--- src/rtl/csc_expand.sv ---
// Expands one compressed-sparse-column beat (up to four nonzeros) into a dense
// column of MAT_RANK elements, streamed one element per cycle in ascending row order.
module csc_expand #(
  parameter int MAT_RANK = 256,
  parameter int DATA_W   = 32,
  parameter int ROW_W    = $clog2(MAT_RANK)
) (
  input  logic              clk,
  input  logic              rst,
  input  logic [ROW_W-1:0]  s_col_idx,
  input  logic [2:0]        s_nnz,
  input  logic [ROW_W-1:0]  s_row0,
  input  logic [ROW_W-1:0]  s_row1,
  input  logic [ROW_W-1:0]  s_row2,
  input  logic [ROW_W-1:0]  s_row3,
  input  logic [DATA_W-1:0] s_val_r0,
  input  logic [DATA_W-1:0] s_val_r1,
  input  logic [DATA_W-1:0] s_val_r2,
  input  logic [DATA_W-1:0] s_val_r3,
  input  logic [DATA_W-1:0] s_val_i0,
  input  logic [DATA_W-1:0] s_val_i1,
  input  logic [DATA_W-1:0] s_val_i2,
  input  logic [DATA_W-1:0] s_val_i3,
  input  logic              s_vld,
  output logic              s_rdy,
  output logic [ROW_W-1:0]  m_col_idx,
  output logic [ROW_W-1:0]  m_row_idx,
  output logic [DATA_W-1:0] m_val_r,
  output logic [DATA_W-1:0] m_val_i,
  output logic              m_last,
  output logic              m_mlast,
  output logic              m_vld,
  input  logic              m_rdy,
  output logic              err
);

  typedef enum logic {IDLE, EXPAND} state_t;

  state_t state, state_nxt;

  logic [ROW_W-1:0]  col_q;
  logic [ROW_W-1:0]  r;
  logic [2:0]        nnz_q;
  logic [2:0]        k;
  logic [ROW_W-1:0]  row_q [4];
  logic [DATA_W-1:0] vr_q  [4];
  logic [DATA_W-1:0] vi_q  [4];

  logic [ROW_W-1:0]  s_row [4];
  logic [2:0]        nnz_clamp;
  logic              fmt_err;
  logic              expanding;
  logic              last_row;
  logic              hit;
  logic              accept;

  assign s_row[0]  = s_row0;
  assign s_row[1]  = s_row1;
  assign s_row[2]  = s_row2;
  assign s_row[3]  = s_row3;
  assign expanding = (state == EXPAND);
  assign last_row  = (r == ROW_W'(MAT_RANK - 1));
  assign hit       = (k < nnz_q) && (row_q[k[1:0]] == r);
  assign accept    = s_vld && s_rdy;

  // Beat sanity: clamp oversize counts and flag non-ascending valid rows.
  always_comb begin
    nnz_clamp = (s_nnz > 3'd4) ? 3'd4 : s_nnz;
    fmt_err   = (s_nnz > 3'd4);
    for (int j = 0; j < 3; j++) begin
      if ((3'(j + 1) < nnz_clamp) && (s_row[j] >= s_row[j + 1])) fmt_err = 1'b1;
    end
  end

  always_ff @(posedge clk) begin
    if (rst) state <= IDLE;
    else     state <= state_nxt;
  end

  always_comb begin
    state_nxt = state;
    case (state)
      IDLE:    if (accept) state_nxt = EXPAND;
      EXPAND:  if (m_rdy && last_row && !accept) state_nxt = IDLE;
      default: state_nxt = IDLE;
    endcase
  end

  // s_rdy looks through to m_rdy on the final row so columns chain without a bubble.
  always_comb begin
    s_rdy     = !rst && (!expanding || (last_row && m_rdy));
    m_vld     = expanding;
    m_row_idx = expanding ? r : '0;
    m_col_idx = expanding ? col_q : '0;
    m_val_r   = (expanding && hit) ? vr_q[k[1:0]] : '0;
    m_val_i   = (expanding && hit) ? vi_q[k[1:0]] : '0;
    m_last    = expanding && last_row;
    m_mlast   = expanding && last_row && (col_q == ROW_W'(MAT_RANK - 1));
  end

  // An out-of-order entry stalls k forever, so it and every later entry are dropped.
  always_ff @(posedge clk) begin
    if (rst) begin
      col_q <= '0;
      nnz_q <= '0;
      r     <= '0;
      k     <= '0;
      err   <= 1'b0;
      for (int j = 0; j < 4; j++) begin
        row_q[j] <= '0;
        vr_q[j]  <= '0;
        vi_q[j]  <= '0;
      end
    end else if (accept) begin
      col_q    <= s_col_idx;
      nnz_q    <= nnz_clamp;
      r        <= '0;
      k        <= '0;
      err      <= err | fmt_err;
      row_q[0] <= s_row0;
      row_q[1] <= s_row1;
      row_q[2] <= s_row2;
      row_q[3] <= s_row3;
      vr_q[0]  <= s_val_r0;
      vr_q[1]  <= s_val_r1;
      vr_q[2]  <= s_val_r2;
      vr_q[3]  <= s_val_r3;
      vi_q[0]  <= s_val_i0;
      vi_q[1]  <= s_val_i1;
      vi_q[2]  <= s_val_i2;
      vi_q[3]  <= s_val_i3;
    end else if (expanding && m_rdy) begin
      if (hit) k <= k + 3'd1;
      r <= last_row ? '0 : r + ROW_W'(1);
    end
  end

endmodule

--- config.mk ---
export PLATFORM = sky130hd
export DESIGN_NAME = csc_expand
export DESIGN_NICKNAME = d
export VERILOG_FILES = /design/src/rtl/csc_expand.sv
export SDC_FILE = /design/constraint.sdc
export NUM_CORES = 1
export LEC_CHECK = 0
export ABC_AREA = 1
export BUFFER_PORTS_ARGS = -buffer_cell sky130_fd_sc_hd__buf_4
export CAP_MARGIN = 20
export CELL_PAD_IN_SITES_DETAIL_PLACEMENT = 0
export CELL_PAD_IN_SITES_GLOBAL_PLACEMENT = 1
export CORE_ASPECT_RATIO = 1.75
export CORE_MARGIN = 2
export CORE_UTILIZATION = 40
export DETAILED_ROUTE_END_ITERATION = 8
export GPL_TIMING_DRIVEN = 1
export HOLD_SLACK_MARGIN = 0.1
export PLACE_DENSITY = 0.89
export SLEW_MARGIN = 10
export SYNTH_ARGS = -nofsm -noshare
export SYNTH_HDL_FRONTEND = slang
export SYNTH_SLANG_ARGS = --single-unit
--- constraint.sdc ---
create_clock -name clk -period 6.1 [get_ports clk]
set_clock_uncertainty 0.1 [all_clocks]
set_input_delay 0.305 -clock clk [delete_from_list [all_inputs] [get_ports clk]]
set_output_delay 0.305 -clock clk [all_outputs]
set_load 0.01 [all_outputs]
Word level (Yosys, flattened, before mapping). Memory sizes are Yosys's and may differ from the RTL's. A register that Yosys moved wholly into a read port is not among the register bits. Cells that the tools add are included.

Word-level logic and storage cells: 88. Register bits: 24. Bits in writable memories: 288. Memories: 3. Bits of input ports: 303.

Mux-type cells: 34. Reductions and logical operators: 18. Add/subtract/negate cells: 2. Order comparisons: 8. Eq/ne operators: 3. Bitwise logic cells: 14.

Memories: vi_q (depth 4, width 32, rd ports 1, clocked after Yosys merged registers in 1, write ports 4, line 47) `logic [DATA_W-1:0] vi_q [4];`; vr_q (depth 4, width 32, rd ports 1, clocked after Yosys merged registers in 1, write ports 4, line 46) `logic [DATA_W-1:0] vr_q [4];`; row_q (depth 4, width 8, rd ports 1, clocked after Yosys merged registers in 1, write ports 4, line 45) `logic [ROW_W-1:0] row_q [4];`.

Operators by type and width (count): $mux 32 (10); $mux 8 (7); $ge 8x8->1 (3); $eq 8x8->1 const B (2); $or 1x1->1 (13); $logic_and 1x1->1 (12); $mux 2 (6); $mux 1 (9); $add 8x1->8 const B (1); $eq 8x8->1 (1); $lt 2x3->1 const A (2); $add 3x1->3 const B (1); $gt 3x3->1 const B (1); $logic_not 1->1 (3); $lt 1x3->1 const A (1); $lt 3x3->1 (1); $mux 3 (1); $pmux 1 s2 (1); $reduce_and 2->1 (1); $reduce_or 2->1 (1); $logic_or 1x1->1 (1); $not 1->1 (1).

Logic depth before layout (Yosys ltp). Gate-level depths: netlist (run 1).

Word-level depth: 9. Depth in mapped cells: 15. Depth with buffers taken out: 15.

Least setup slack after synthesis (run 1). OpenSTA, ideal clock, no wires.

Kind: register to register. From: register r[1]. To: register with a tool-made name. Slack: 497 ps. Period minus slack after synthesis: 5603 ps. Data arrival time: 5387 ps. Library setup time: 115 ps. Data required time: 5885 ps. Stages on the path, launching flop included: 14. Cell sequence: dfxtp_1 ha_1 nand2_1 nor3_1 nand2_1 nand2_1 inv_1 nor2_2 nand2_1 nand2_2 inv_1 buf_2 nand2_1 nor2_1.

RTL lines: start: declaration (line 42) `logic [ROW_W-1:0] r;`; start signal: assignment (line 134) `r <= last_row ? '0 : r + ROW_W'(1);`.

==> metrics list, run 1 <==
- Status: finished clean
* Sequential-to-total area share from yosys stat: 59.4%
* Max Used Layer: met5
* Largest net degree at the start of global routing: about 120
* Synthesized area divided by synthesized cell count: 8.75 um^2
- Number of nets at the end of the flow: 2739
- Synthesis produced a netlist with a net count of 2096.
- Of the total power, the share spent switching nets is 22.7%.
* Cell at the root of the clock tree: sky130_fd_sc_hd__clkbuf_16
- CTS tree: built
- Most prevalent standard cell on the critical path: sky130_fd_sc_hd__nand2_1
- Floorplan Core Area: 38300 um^2
- Warnings, synthesis: 0
- Hold violation count in the final report: 0
- # rows: 95
- Slew HR: 32.2%
- The routed layout has 14300 vias.
* Power Internal: 0.00380 W
- The clock passes through at most 3 buffers.
- Met2 layer wire length in the routed design: 26.8 mm
- In this run the power density over the cells is 218 nW/um^2.
* Comb power frac: 12.8%
- Leaving out fill and tap cells, the most frequent cells in the layout are 568 x sky130_fd_sc_hd__nor2_1, 393 x sky130_fd_sc_hd__buf_4, 339 x sky130_fd_sc_hd__inv_1, 305 x sky130_fd_sc_hd__dlygate4sd3_1, 288 x sky130_fd_sc_hd__edfxtp_1.
- Final-report setup violation count: 0
* Leakage component of the power: around 11 nW
* Antenna violations before repair: 12
- Post-route clock period utilization: 72.7%
- After detailed routing, the number of vias per cell comes to between 4 and 5.
* Met1 Routed Length: 17.8 mm
- Initial Util: 40.4%
- Share of post-route cells with drive strength above 1: 19.0%
* Worst hold-check path type: reg2reg
- DP Worst Slack: 2.22 ns
* Cell class contributing the biggest share of worst-path delay: simple AND/OR/NAND/NOR gates
- Global route total overflow: 0
* Slowest cell on the critical path: sky130_fd_sc_hd__dfxtp_4
* Routed len/inst: 17.2 um
- The count of pins over their slew limit came to 0.
* Clock input transition at the sequential cells of the worst setup and hold paths: 0.06 ns
* Final instance area: 22600 um^2
* Minimum clock period: 4.44 ns
* CP bufs+invs: 2
- Across every metal layer, demand over resource in global routing totals 24.1%.
- Layout overhead on the synthesized area: 46.3%
- Worst IR drop on VDD: 0.192 mV
- Counting every sink on the clock net gives 314.
* Capturing element type of the critical path: output port
- STA puts the critical path data required time at around 5.7 ns.
* Initial detailed-routing violation count: 899
- Critical Setup Path Class: reg2out
* Final wirelength: 50.2 mm
* Number of distinct standard cells referenced by the synthesized netlist: 33
- The detail route stage leaves a number of antenna-violating nets equal to 0.
* Largest fanout on the critical path: 73
* Most common cell after layout, fill and taps aside: sky130_fd_sc_hd__nor2_1
* Reported max-cap violation count: 0
- The die is 264 um tall.
- In the synthesized netlist the async set-or-reset flop fraction comes to 0%.
- Total die area: 40300 um^2
* Total Negative Setup Slacks: 0 ns
* Total iterations of the first detailed-routing run: 5
- Number of remaining DRC errors: 0
- Arrival time worst endpoint: about 4.0 ns
- Setup repair after global routing missed its margin: false
* Sequential power share: around 52%
- Buffers placed on the I/O ports in this run total 387.
* Clk Latency, worst-skew pair: 0.56 ns
* Number of enable-type register cells in the synthesized netlist: between 200 and 300
* Routability congestion estimate: a little over 0.9
- Max Clk Rate: 0.225 GHz
* Placed cell area: 18600 um^2
* Fin worst setup slack: 1.66 ns
* Critical path launch point type: register
- Summing every instance area after synthesis gives 15400 um^2.
- Die outline width: 153 um
* Placed wire-length estimate after detailed placement: 31.9 mm
- Relative contribution of the clock network to total power: 35.2%
* Slowest cell delay on critical path: 1.01 ns
- First-pass GRT wire length: slightly below 80 mm
* IO Count: 388
- The number of global-route vias before repair was 14900.
* Number of storage elements in the synthesis netlist: between 300 and 400
- Least-Margin Pin Slew: approximately 1.0 ns
* Met3 layer wire length in the routed design: between 2 and 3 mm
- In this run, CTS created clock tree buffers numbering 29.
* P_sw: 0.00112 W
* Most used flip-flop cell after synthesis: sky130_fd_sc_hd__edfxtp_1
- Level count of the clock H-tree: 1
- Cells after Synth: roughly 1800
- Worst reg-to-reg setup slack: 2.31 ns
- Series of cell instances along the critical path: inv_2 > nand3_1 > nand2_1 > nand2_1 > nand2_1 > nor2_1 > nand2b_1 > nor2_4 > nand2_4 > a21oi_1 > buf_4
-- synthesized netlist by cell type (8+ instances only) --
cell type | number | area share (%)
sky130_fd_sc_hd__a21oi_1 | 77 | 2.5
sky130_fd_sc_hd__buf_1 | 16 | 0.39
sky130_fd_sc_hd__buf_2 | 16 | 0.52
sky130_fd_sc_hd__clkbuf_1 | 45 | 1.1
sky130_fd_sc_hd__dfxtp_1 | 26 | 3.4
sky130_fd_sc_hd__edfxtp_1 | 288 | 56
sky130_fd_sc_hd__ha_1 | 28 | 2.3
sky130_fd_sc_hd__inv_1 | 339 | 8.2
sky130_fd_sc_hd__nand2_1 | 141 | 3.4
sky130_fd_sc_hd__nand3_1 | 18 | 0.58
sky130_fd_sc_hd__nand3_2 | 9 | 0.58
sky130_fd_sc_hd__nor2_1 | 568 | 14
sky130_fd_sc_hd__nor3_1 | 8 | 0.26
sky130_fd_sc_hd__o21ai_0 | 133 | 4.3
-- logic make-up (layout without fill, tap and decap cells) --
| kind of cell | count (synthesis) | in the layout | share of synthesized area (%) |
|---|---|---|---|
| AOI/OAI and AO/OA | 213 | 213 | 6.92 |
| and+or+nand+nor | 773 | 773 | 19.9 |
| buffers and inverters | 430 | 1089 | 11.1 |
| other | 0 | 12 | 0 |
| xor gates and xnor gates | 7 | 7 | 0.397 |
| adders and majority gates | 28 | 28 | 2.27 |
| DFF | 314 | 314 | 59.4 |
-- layer usage --
metal	up-vias	global-route usage [%]
met4	4	14.3
met5	-	0
met1	6691	24.8
met3	184	3.49
met2	631	45.6
li1	6793	-
-- worst register-to-register path, cell delays in order, from the launching register on --
cell and delay (ns):
sky130_fd_sc_hd__dfxtp_1 0.87, sky130_fd_sc_hd__nand2_1 0.14, sky130_fd_sc_hd__inv_1 0.12, sky130_fd_sc_hd__nor2_2 0.06, sky130_fd_sc_hd__nand2_4 0.55, sky130_fd_sc_hd__buf_4 0.76, sky130_fd_sc_hd__inv_2 0.31, sky130_fd_sc_hd__nand3_1 0.14
sky130_fd_sc_hd__dlygate4sd3_1 0.55, sky130_fd_sc_hd__o21ai_1 0.05
-- what timing repair did --
action                    in CTS  in global routing
hold endpoints to repair     306                  0
hold buffers                 305                  0
gates resized for setup        0                  0
buffers inserted               0                  0
-- stage by stage --
| stage | power (W) | std cells | hold WS (ns) | utilization (%) |
|---|---|---|---|---|
| finish | 0.00492 | 2921 | 0.348 | 59.1 |
| CTS | 0.00495 | 2909 | 0.350 | 59.0 |
| global route | 0.00510 | 2918 | 0.380 | 59.0 |
| floorplan | 0.00282 | 1765 | 0.274 | - |
| detailed placement | 0.00305 | 2557 | 0.335 | 48.7 |
| global placement | 0.00304 | 2557 | 0.331 | 48.7 |
-- final timing paths --
check	from	endpoint	cells past startpoint
max	register	m_val_i[3]	11
min	col_q[3]	col_q[3]	2
max reg2reg	m_vld	nnz_q[1]	9
min reg2reg	col_q[3]	col_q[3]	2
-- registers in the layout, summed over array words and instances (netlist names), named ones only --
signal  cells
vr_q      128
m_vld       1
k           3
col_q       8
nnz_q       3
row_q      32
r           8
vi_q      128
err         1
-- power by group through the flow --
stage                     sequential [W]  clock (W)  combinational [W]
after detailed placement         0.00260          0           0.000455
after CTS                        0.00255    0.00177           0.000623
after global routing             0.00257    0.00184           0.000690
final                            0.00256    0.00173           0.000632
after floorplan                  0.00260          0           0.000220
after global placement           0.00259          0           0.000448
-- area by class of cell --
cell class              instances  area (um^2)
fillers                      3090        15700
flip-flops and latches        314         9180
repair buffers                700         6040
multi-input cells            1021         4580
inverters                     342         1290
clock buffers                  40          807
well taps                     485          607
clock inverters                 7         68.8
diodes                         12         30.0
No activity file was read; power rests on OpenSTA's default activity.
==> inputs of run 2 (changes only) <==
ABC_AREA = 0   (was 1)
CORE_UTILIZATION = 43   (was 40)
PLACE_DENSITY = 0.88   (was 0.89)
clock period = 4.2 ns   (was 6.1 ns; I/O delays follow)
==> run 2 against run 1 <==
Against the previous run: synthesized cell count decreased by 41%; die area fell by 8.0%; combinational power up 46%; clock-buffer cell count decreased by 10; worst hold slack gained 0.016 ns; first-iteration DRC count decreased by 32%; register-to-register slack lost 1.3 ns; routed wire length fell by 13%; cell count decreased by 24%; sequential power rose by 45%; core utilization is 5.8 points higher; total power increased by 45%; critical path type unchanged; highest routed layer is now met4.
==> metrics list, run 2 <==
* Floorplan Core Area: 35100 um^2 (was 38300 um^2)
- The cell accounting for the most synthesized area is sky130_fd_sc_hd__edfxtp_1 (unchanged).
* Top flop regs: vi_q (128), vr_q (128), row_q (32) (unchanged)
- Hold violation count in the final report: 0 (unchanged)
- The worst-margin pin slew came to 0.843 ns (was 1.02 ns).
* Placed cell area: 18700 um^2 (was 18600 um^2)
* Antenna violations before repair: 10 (was 12)
* Vertical extent of the die: 253 um (was 264 um)
* Cells after Synth: 1040 (was 1765)
- Required time at the endpoint of the critical path: 3.89 ns (was 5.69 ns)
* CTS tree: built (unchanged)
- Number of sinks on the clock net: 314 (unchanged)
* Synthesized netlist net count: 1371 (was 2096)
* Leading cell types by count after synthesis: 288 x sky130_fd_sc_hd__edfxtp_1, 278 x sky130_fd_sc_hd__and2_1, 66 x sky130_fd_sc_hd__mux4_2, 60 x sky130_fd_sc_hd__nor2b_4, 47 x sky130_fd_sc_hd__clkbuf_1 (was 568 x sky130_fd_sc_hd__nor2_1, 339 x sky130_fd_sc_hd__inv_1, 288 x sky130_fd_sc_hd__edfxtp_1, 141 x sky130_fd_sc_hd__nand2_1, 133 x sky130_fd_sc_hd__o21ai_0)
- The classification of the worst setup path is reg2out (unchanged).
- The wire length of the first global-routing pass was 66.6 mm (was 76.9 mm).
- The average instance area after synthesis was 14.7 um^2 (was 8.75 um^2).
- Top cells by area, synth: sky130_fd_sc_hd__edfxtp_1 57%, sky130_fd_sc_hd__and2_1 11%, sky130_fd_sc_hd__mux4_2 9.7% (was sky130_fd_sc_hd__edfxtp_1 56%, sky130_fd_sc_hd__nor2_1 14%, sky130_fd_sc_hd__inv_1 8.2%).
* Layout overhead on the synthesized area: 49.1% (was 46.3%)
- Slew HR: 42.3% (was 32.2%)
- Worst hold-check path type: in2reg (was reg2reg)
- Number of global-route vias before repair: 12200 (was 14900)
- The count of pins over their slew limit is 0 (unchanged).
- Routability congestion estimate: 0.848 (was 0.934)
- Of the available clock period, the critical path in the final layout requires between 90 and 100%.
- Most used flip-flop cell after synthesis: sky130_fd_sc_hd__edfxtp_1 (unchanged)
- The launching element type of the critical path is a register (unchanged).
- Number of distinct standard cells referenced by the synthesized netlist: 47 (was 33)
- The cell area after technology mapping is 15300 um^2 (was 15400 um^2).
* DP Worst Slack: 0.736 ns (was 2.22 ns)
- The total wire length after detailed routing came to 43.4 mm (was 50.2 mm).
- Total die area: 37100 um^2 (was 40300 um^2)
* Global route total overflow: 0 (unchanged)
- Reported max-cap violation count: 0 (unchanged)
- The number of levels in the clock H-tree came to 1 (unchanged).
- Post-route antenna net violation count: 0 (unchanged)
* Die outline width: 146 um (was 153 um)
- The worst path in the final design needs a cycle of 3.89 ns, including I/O delays and setup.
- The TritonCTS buffer count was 29 (unchanged).
* IO Count: 388 (unchanged)
* Initial detailed-routing violation count: 609 (was 899)
- The count of flip-flops with a built-in enable after synthesis was 288 (unchanged).
* Routed len/inst: 19.5 um (was 17.2 um)
- Placed wire-length estimate after detailed placement: 26.9 mm (was 31.9 mm)
* Cell at the root of the clock tree: sky130_fd_sc_hd__clkbuf_16 (unchanged)
- Clock input transition at the sequential cells of the worst setup and hold paths: 0.07 ns (was 0.06 ns)
- Commonest non-fill, non-tap cells in the layout: 398 x sky130_fd_sc_hd__buf_4, 314 x sky130_fd_sc_hd__dlygate4sd3_1, 288 x sky130_fd_sc_hd__edfxtp_1, 278 x sky130_fd_sc_hd__and2_1, 66 x sky130_fd_sc_hd__mux4_2 (was 568 x sky130_fd_sc_hd__nor2_1, 393 x sky130_fd_sc_hd__buf_4, 339 x sky130_fd_sc_hd__inv_1, 305 x sky130_fd_sc_hd__dlygate4sd3_1, 288 x sky130_fd_sc_hd__edfxtp_1).
- Per-cell via count in the routed design: 4.93 (was 4.90)
- Capturing element type of the critical path: output port (unchanged)
* # rows: 91 (was 95)
- Number of fill cells: 2401 (was 3090)
- The final count of negative-setup-slack endpoints came to 0 (unchanged).
- The top fanout value on the critical path is 29 (was 73).
* Max Clk Rate: between 0.2 and 0.3 GHz
- Gr usage total: 23.3% (was 24.1%)
- Warnings, synthesis: 0 (unchanged)
* Initial Util: 43.5% (was 40.4%)
* Number of nets at the end of the flow: 2060 (was 2739)
- Clk Latency, worst-skew pair: 0.56 ns (about the same)
- The count of input and output buffers is 387 (unchanged).
* Worst IR drop on VDD: 0.332 mV (was 0.192 mV)
- The arrival time of the worst setup path came to 3.58 ns (was 4.03 ns).
- Setup repair after global routing missed its margin: false (unchanged).
- The vias after detailed routing was 11000 (was 14300).
- Status: finished clean (unchanged)
* Most common cell after layout, fill and taps aside: sky130_fd_sc_hd__buf_4 (was sky130_fd_sc_hd__nor2_1)
- Power density over the cells: 315 nW/um^2 (was 218 nW/um^2)
- The fraction of registers with async set or reset after synthesis is 0% (unchanged).
- Final instance area: 22700 um^2 (was 22600 um^2)
- The summed negative setup slack over all endpoints was 0 ns (unchanged).
* Leakage component of the power: 9.20 nW (was 10.7 nW)
* Share of post-route cells with drive strength above 1: 33.2% (was 19.0%)
- The register bit count reported by yosys came to 314 (unchanged).
* Number of remaining DRC errors: 0 (unchanged)
- The maximum number of pins on one net before global-route repair was 149 (was 123).
- The number of iterations in the first detailed-routing pass is 5 (unchanged).
* Clock Path Buffers: 3 (unchanged)
- The most repeated cell in the gate-level netlist after synthesis is sky130_fd_sc_hd__edfxtp_1 (was sky130_fd_sc_hd__nor2_1).
- Fin worst setup slack: 0.305 ns (was 1.66 ns)
- The top-area cell type share of the netlist area came to 56.7% (was 56.0%).
- The sequential area share after synthesis is 60.1% (was 59.4%).
run 2: cell types whose count changed after synthesis, moves of 15 or more:
cell,delta
sky130_fd_sc_hd__a21oi_1,-62
sky130_fd_sc_hd__and2_1,+277
sky130_fd_sc_hd__buf_1,-16
sky130_fd_sc_hd__inv_1,-305
sky130_fd_sc_hd__mux4_2,+66
sky130_fd_sc_hd__nand2_1,-117
sky130_fd_sc_hd__nand3_1,-15
sky130_fd_sc_hd__nor2_1,-529
sky130_fd_sc_hd__nor2b_4,+60
sky130_fd_sc_hd__o21ai_0,-116
run 2: through the flow:
stage	utilization, %	hold WS, ns	cells	power (W)
3_3_place_gp	53.2	0.304	1849	0.00439
2_1_floorplan	-	0.218	1040	0.00406
5_1_grt	64.8	0.365	2227	0.00741
6_report	64.8	0.364	2230	0.00716
4_1_cts	64.7	0.334	2216	0.00719
3_5_place_dp	53.2	0.311	1849	0.00442
run 2: cell type report:
type,instances,area (um^2),share of cell area (%)
diodes,14,35.0,0.154
well taps,465,582,2.56
clock inverters,23,161,0.710
flip-flops and latches,314,9180,40.4
repair buffers,722,6320,27.8
clock buffers,30,729,3.21
multi-input cells,628,5600,24.6
inverters,34,128,0.561
run 2: critical path, cell delays in order, from the launching register on:
cell and delay [ns]:
sky130_fd_sc_hd__dfxtp_4 0.54, sky130_fd_sc_hd__buf_6 0.35, sky130_fd_sc_hd__mux2i_1 0.13, sky130_fd_sc_hd__a211oi_1 0.23
sky130_fd_sc_hd__o31ai_1 0.12, sky130_fd_sc_hd__a2111o_1 0.41, sky130_fd_sc_hd__or3_4 0.61, sky130_fd_sc_hd__buf_12 0.30
sky130_fd_sc_hd__nor2b_1 0.16, sky130_fd_sc_hd__buf_4 0.14
run 2: final timing paths:
kind                                    from  slack (ns)     endpoint  depth (start not counted)
worst max-delay path                register        0.31   m_val_r[1]                          9
worst max register to register          r[2]        1.02     nnz_q[1]                          8
worst min register to register          k[2]        0.38         k[2]                          2
worst min-delay path            s_val_r2[22]        0.36  vr_q[2][22]                          3
run 2: per-layer routing:
layer	track usage, %	share of wire, %	vias up
met3	3.41	4.7	108
li1	-	-	5118
met5	0	0	-
met4	11.1	4.3	0
met1	26.0	36	5363
met2	43.4	55	404
run 2: timing repair:
action / CTS / global route
setup buffers: 0 / 0
resized for setup: 0 / 1
hold buffers: 314 / 0
hold endpoints to repair: 305 / 0
setup endpoints to repair: 0 / 2
run 2: cell families (layout without fill, tap and decap cells):
kind of cell             after synthesis  count (layout)  share of synthesized area (%)
other                                  0              14                              0
flip-flops                           314             314                           60.1
buffers and inverters                 98             809                           3.29
XOR/XNOR                              13              13                          0.746
AND/OR/NAND/NOR                      447             447                           20.3
multiplexers                          80              80                           10.7
adder cells (fa/ha/maj)               28              28                           2.30
AO/OA/AOI/OAI                         60              60                           2.55
run 2: report_power, final:
part           total, W  internal (W)  switching [W]
Clock           0.00254       0.00138        0.00116
Sequential      0.00370       0.00363      0.0000652
Combinational  0.000921      0.000571       0.000350
==> inputs of run 3 (changes only) <==
PLACE_DENSITY = 0.81   (was 0.88)
==> run 3 against run 2 <==
Against the previous run: combinational power decreased by 2%; clock power increased by 11%; core utilization increased by 0.15 points; fmax increased by 2.3%; die area unchanged; first-iteration DRC count decreased by 17%; total power increased by 3.6%; via count decreased by 0.25%; design area increased by 0.24%; critical path type unchanged.
==> metrics list, run 3 (synthesized netlist as in run 2, its figures left out) <==
- CTS tree: built (unchanged)
- Critical path launch point type: register (unchanged)
- The endpoint of the worst hold path is nnz_q[1] (was vr_q[2][22]).
- The number of antenna violations at the first check in global routing came to 14 (was 10).
* Largest fanout on the critical path: 33 (was 29)
* Commonest non-fill, non-tap cells in the layout: 398 x sky130_fd_sc_hd__buf_4, 314 x sky130_fd_sc_hd__dlygate4sd3_1, 288 x sky130_fd_sc_hd__edfxtp_1, 278 x sky130_fd_sc_hd__and2_1, 66 x sky130_fd_sc_hd__mux4_2 (unchanged)
- Level count of the clock H-tree: 1 (unchanged)
* Max Clk Rate: 0.263 GHz (was 0.257 GHz)
- The highest-delay cell along the critical path was sky130_fd_sc_hd__dfxtp_4 (was sky130_fd_sc_hd__or3_4).
- The reg-to-reg critical path startpoint is r[2] (unchanged).
* Fin worst setup slack: 0.391 ns (was 0.305 ns)
* Minimum clock period: 3.81 ns (was 3.89 ns)
- The max-capacitance violation count was 0 (unchanged).
- The synthesis-to-layout area growth was 49.4% (was 49.1%).
* Placed wire-length estimate after detailed placement: 27.0 mm (was 26.9 mm)
- I/O Buffers: 387 (unchanged)
- Setup repair after global routing missed its margin: false (unchanged).
- Clk Latency, worst-skew pair: 0.55 ns (was 0.56 ns)
- Routed len/inst: 19.0 um (was 19.5 um)
- Capture instance of the worst register-to-register path: nnz_q[0] (was nnz_q[1])
- The number of cells on the worst hold path was 2 (was 3).
- The starting density of the core came to 43.5% (unchanged).
- The logic depth of the worst register-to-register path was 9 (was 8).
* Num CTS Buffers: 30 (was 29)
* Worst hold-check path type: reg2reg (was in2reg)
* Total die area: 37100 um^2 (unchanged)
- Combined area of the multi-input logic cells: 5600 um^2 (unchanged)
- In this design, the critical path's most frequently occurring cell is sky130_fd_sc_hd__buf_4.
- The weighted congestion at the end of routability-driven global placement came to 0.817 (was 0.848).
- The vias after detailed routing was 11000 (about the same).
- Required time at the endpoint of the critical path: 3.89 ns (about the same)
- The die width is 146 um (unchanged).
- Sequential Area: 9180 um^2 (unchanged)
- Final-report setup violation count: 0 (unchanged)
- The static power due to leakage is 9.22 nW (was 9.20 nW).
* Floorplan Core Area: 35100 um^2 (unchanged)
* Clock input transition at the sequential cells of the worst setup and hold paths: 0.07 ns (about the same)
- The setup slack of the most critical reg-to-reg path was 0.40 ns (was 1.02 ns).
- Number of sinks on the clock net: 314 (unchanged)
- The launch point of the worst hold path was nnz_q[1] (was s_val_r2[22]).
- Vertical extent of the die: 253 um (unchanged)
* Most common cell after layout, fill and taps aside: sky130_fd_sc_hd__buf_4 (unchanged)
* Largest net degree at the start of global routing: 178 (was 149)
- The total wire length after detailed routing came to 42.3 mm (was 43.4 mm).
- The maximum VDD drop came to 0.307 mV (was 0.332 mV).
- Number of fill cells: 2519 (was 2401)
- Cell depth of the worst setup path: 8 (was 9)
- The classification of the worst setup path is reg2out (unchanged).
* Series of cell instances along the critical path: mux2_1 > a211oi_1 > o31ai_1 > a2111o_1 > or3_4 > buf_4 > nor2b_4 > buf_4 (was buf_6 > mux2i_1 > a211oi_1 > o31ai_1 > a2111o_1 > or3_4 > buf_12 > nor2b_1 > buf_4)
* DP Worst Slack: 0.958 ns (was 0.736 ns)
- Top flop regs: vi_q (128), vr_q (128), row_q (32) (unchanged)
- The number of DRC violations after detailed routing was 0 (unchanged).
* Status: finished clean (unchanged)
* Number of nets at the end of the flow: 2057 (was 2060)
- The capturing element type of the critical path is an output port (unchanged).
- The remaining antenna violation count was 0 (unchanged).
- IO Count: 388 (unchanged)
- First-pass GRT wire length: 64.4 mm (was 66.6 mm)
* Cell class contributing the biggest share of worst-path delay: compound AO/OA/AOI/OAI gates (was buffers and inverters)
* Initial detailed-routing violation count: 507 (was 609)
- The buffers plus inverters on the worst setup path was 2 (was 3).
- The power density over cell area came to 325 nW/um^2 (was 315 nW/um^2).
- Cell at the root of the clock tree: sky130_fd_sc_hd__clkbuf_16 (unchanged)
- Post-route clock period utilization: 90.7% (was 92.7%)
* Slowest cell delay on critical path: 0.70 ns (was 0.61 ns)
- The standard-cell row count was 91 (unchanged).
- Global route total overflow: 0 (unchanged)
* Number of max-slew violations in the final report: 0 (unchanged)
- The number of global-route vias before repair came to 12100 (was 12200).
- Per-cell via count in the routed design: 4.93 (about the same)
- The number of hold violations in the final report is 0 (unchanged).
* Share of post-route cells with drive strength above 1: 33.3% (was 33.2%)
* Total iterations of the first detailed-routing run: 6 (was 5)
- The summed negative setup slack over all endpoints is 0 ns (unchanged).
- The post-CTS repair timing setup buffer count came to 0 (unchanged).
- Slew HR: 33.5% (was 42.3%)
* Gr usage total: 22.4% (was 23.3%)
* Arrival time worst endpoint: 3.50 ns (was 3.58 ns)
- Clock Path Buffers: 3 (unchanged)
* Least-Margin Pin Slew: 0.997 ns (was 0.843 ns)
==> run 3: cell types whose count changed in the layout (fill, tap and decap cells not counted), sizes merged <==
| cell | previous run | this run |
|---|---|---|
| clkinv | 18 | 15 |
| clkinvlp | 1 | 0 |
| diode | 14 | 11 |
| buf | 408 | 404 |
| bufinv | 2 | 5 |
| clkbuf | 30 | 34 |
==> run 3: repair_timing <==
action | CTS | global route
resized for setup | 0 | 0
hold buffers | 314 | 0
endpoints found under the hold margin | 305 | 0
==> run 3: how the worst max path moves through the flow <==
stage	start	to	slack, ns
finish	register	m_val_i[12]	0.39
global route	r[1]	nnz_q[0]	0.11
CTS	register	m_val_i[14]	0.36
detailed placement	register	m_val_i[14]	0.96
global placement	register	m_val_i[11]	1.03
floorplan	r[1]	r[2]	0.90
==> run 3: metrics by stage <==
| stage | utilization [%] | cells | power (W) | hold slack, ns | instance area (um^2) |
|---|---|---|---|---|---|
| global route | 65.0 | 2226 | 0.00769 | 0.358 | 22800 |
| global placement | 53.0 | 1845 | 0.00439 | 0.304 | 18600 |
| finish | 65.0 | 2226 | 0.00742 | 0.374 | 22800 |
| detailed placement | 53.0 | 1845 | 0.00441 | 0.311 | 18600 |
| CTS | 64.9 | 2215 | 0.00748 | 0.345 | 22800 |
| floorplan | - | 1040 | 0.00406 | 0.218 | 15300 |
==> run 3: final cells by class <==
type	instances	share of cell area, %
multi-input combinational	628	24.6
clock buffer	34	3.45
tap	465	2.55
antenna	11	0.121
sequential	314	40.3
timing repair buffer	718	27.4
inverter	34	0.560
clock inverter	22	1.04
==> run 3: per-layer routing <==
metal	global-route usage, %	vias up	share of wire, %
li1	-	5101	-
met1	23.8	5357	35
met4	9.90	6	4.4
met3	3.68	112	4.8
met2	43.2	389	56
met5	0	-	0.090
==> run 3: worst min-delay path: cells and delay by family, from the launching register on <==
family / cells / cell delay [ns]
DFF: 1 / 0.32
and+or+nand+nor: 1 / 0.05
AOI/OAI and AO/OA: 1 / 0.05
==> run 3: report_power, final <==
part / internal (W) / leakage, nW / switching, W
registers: 0.00364 / 3.25 / 0.0000671
logic: 0.000565 / 5.47 / 0.000337
clock network: 0.00165 / 0.505 / 0.00116
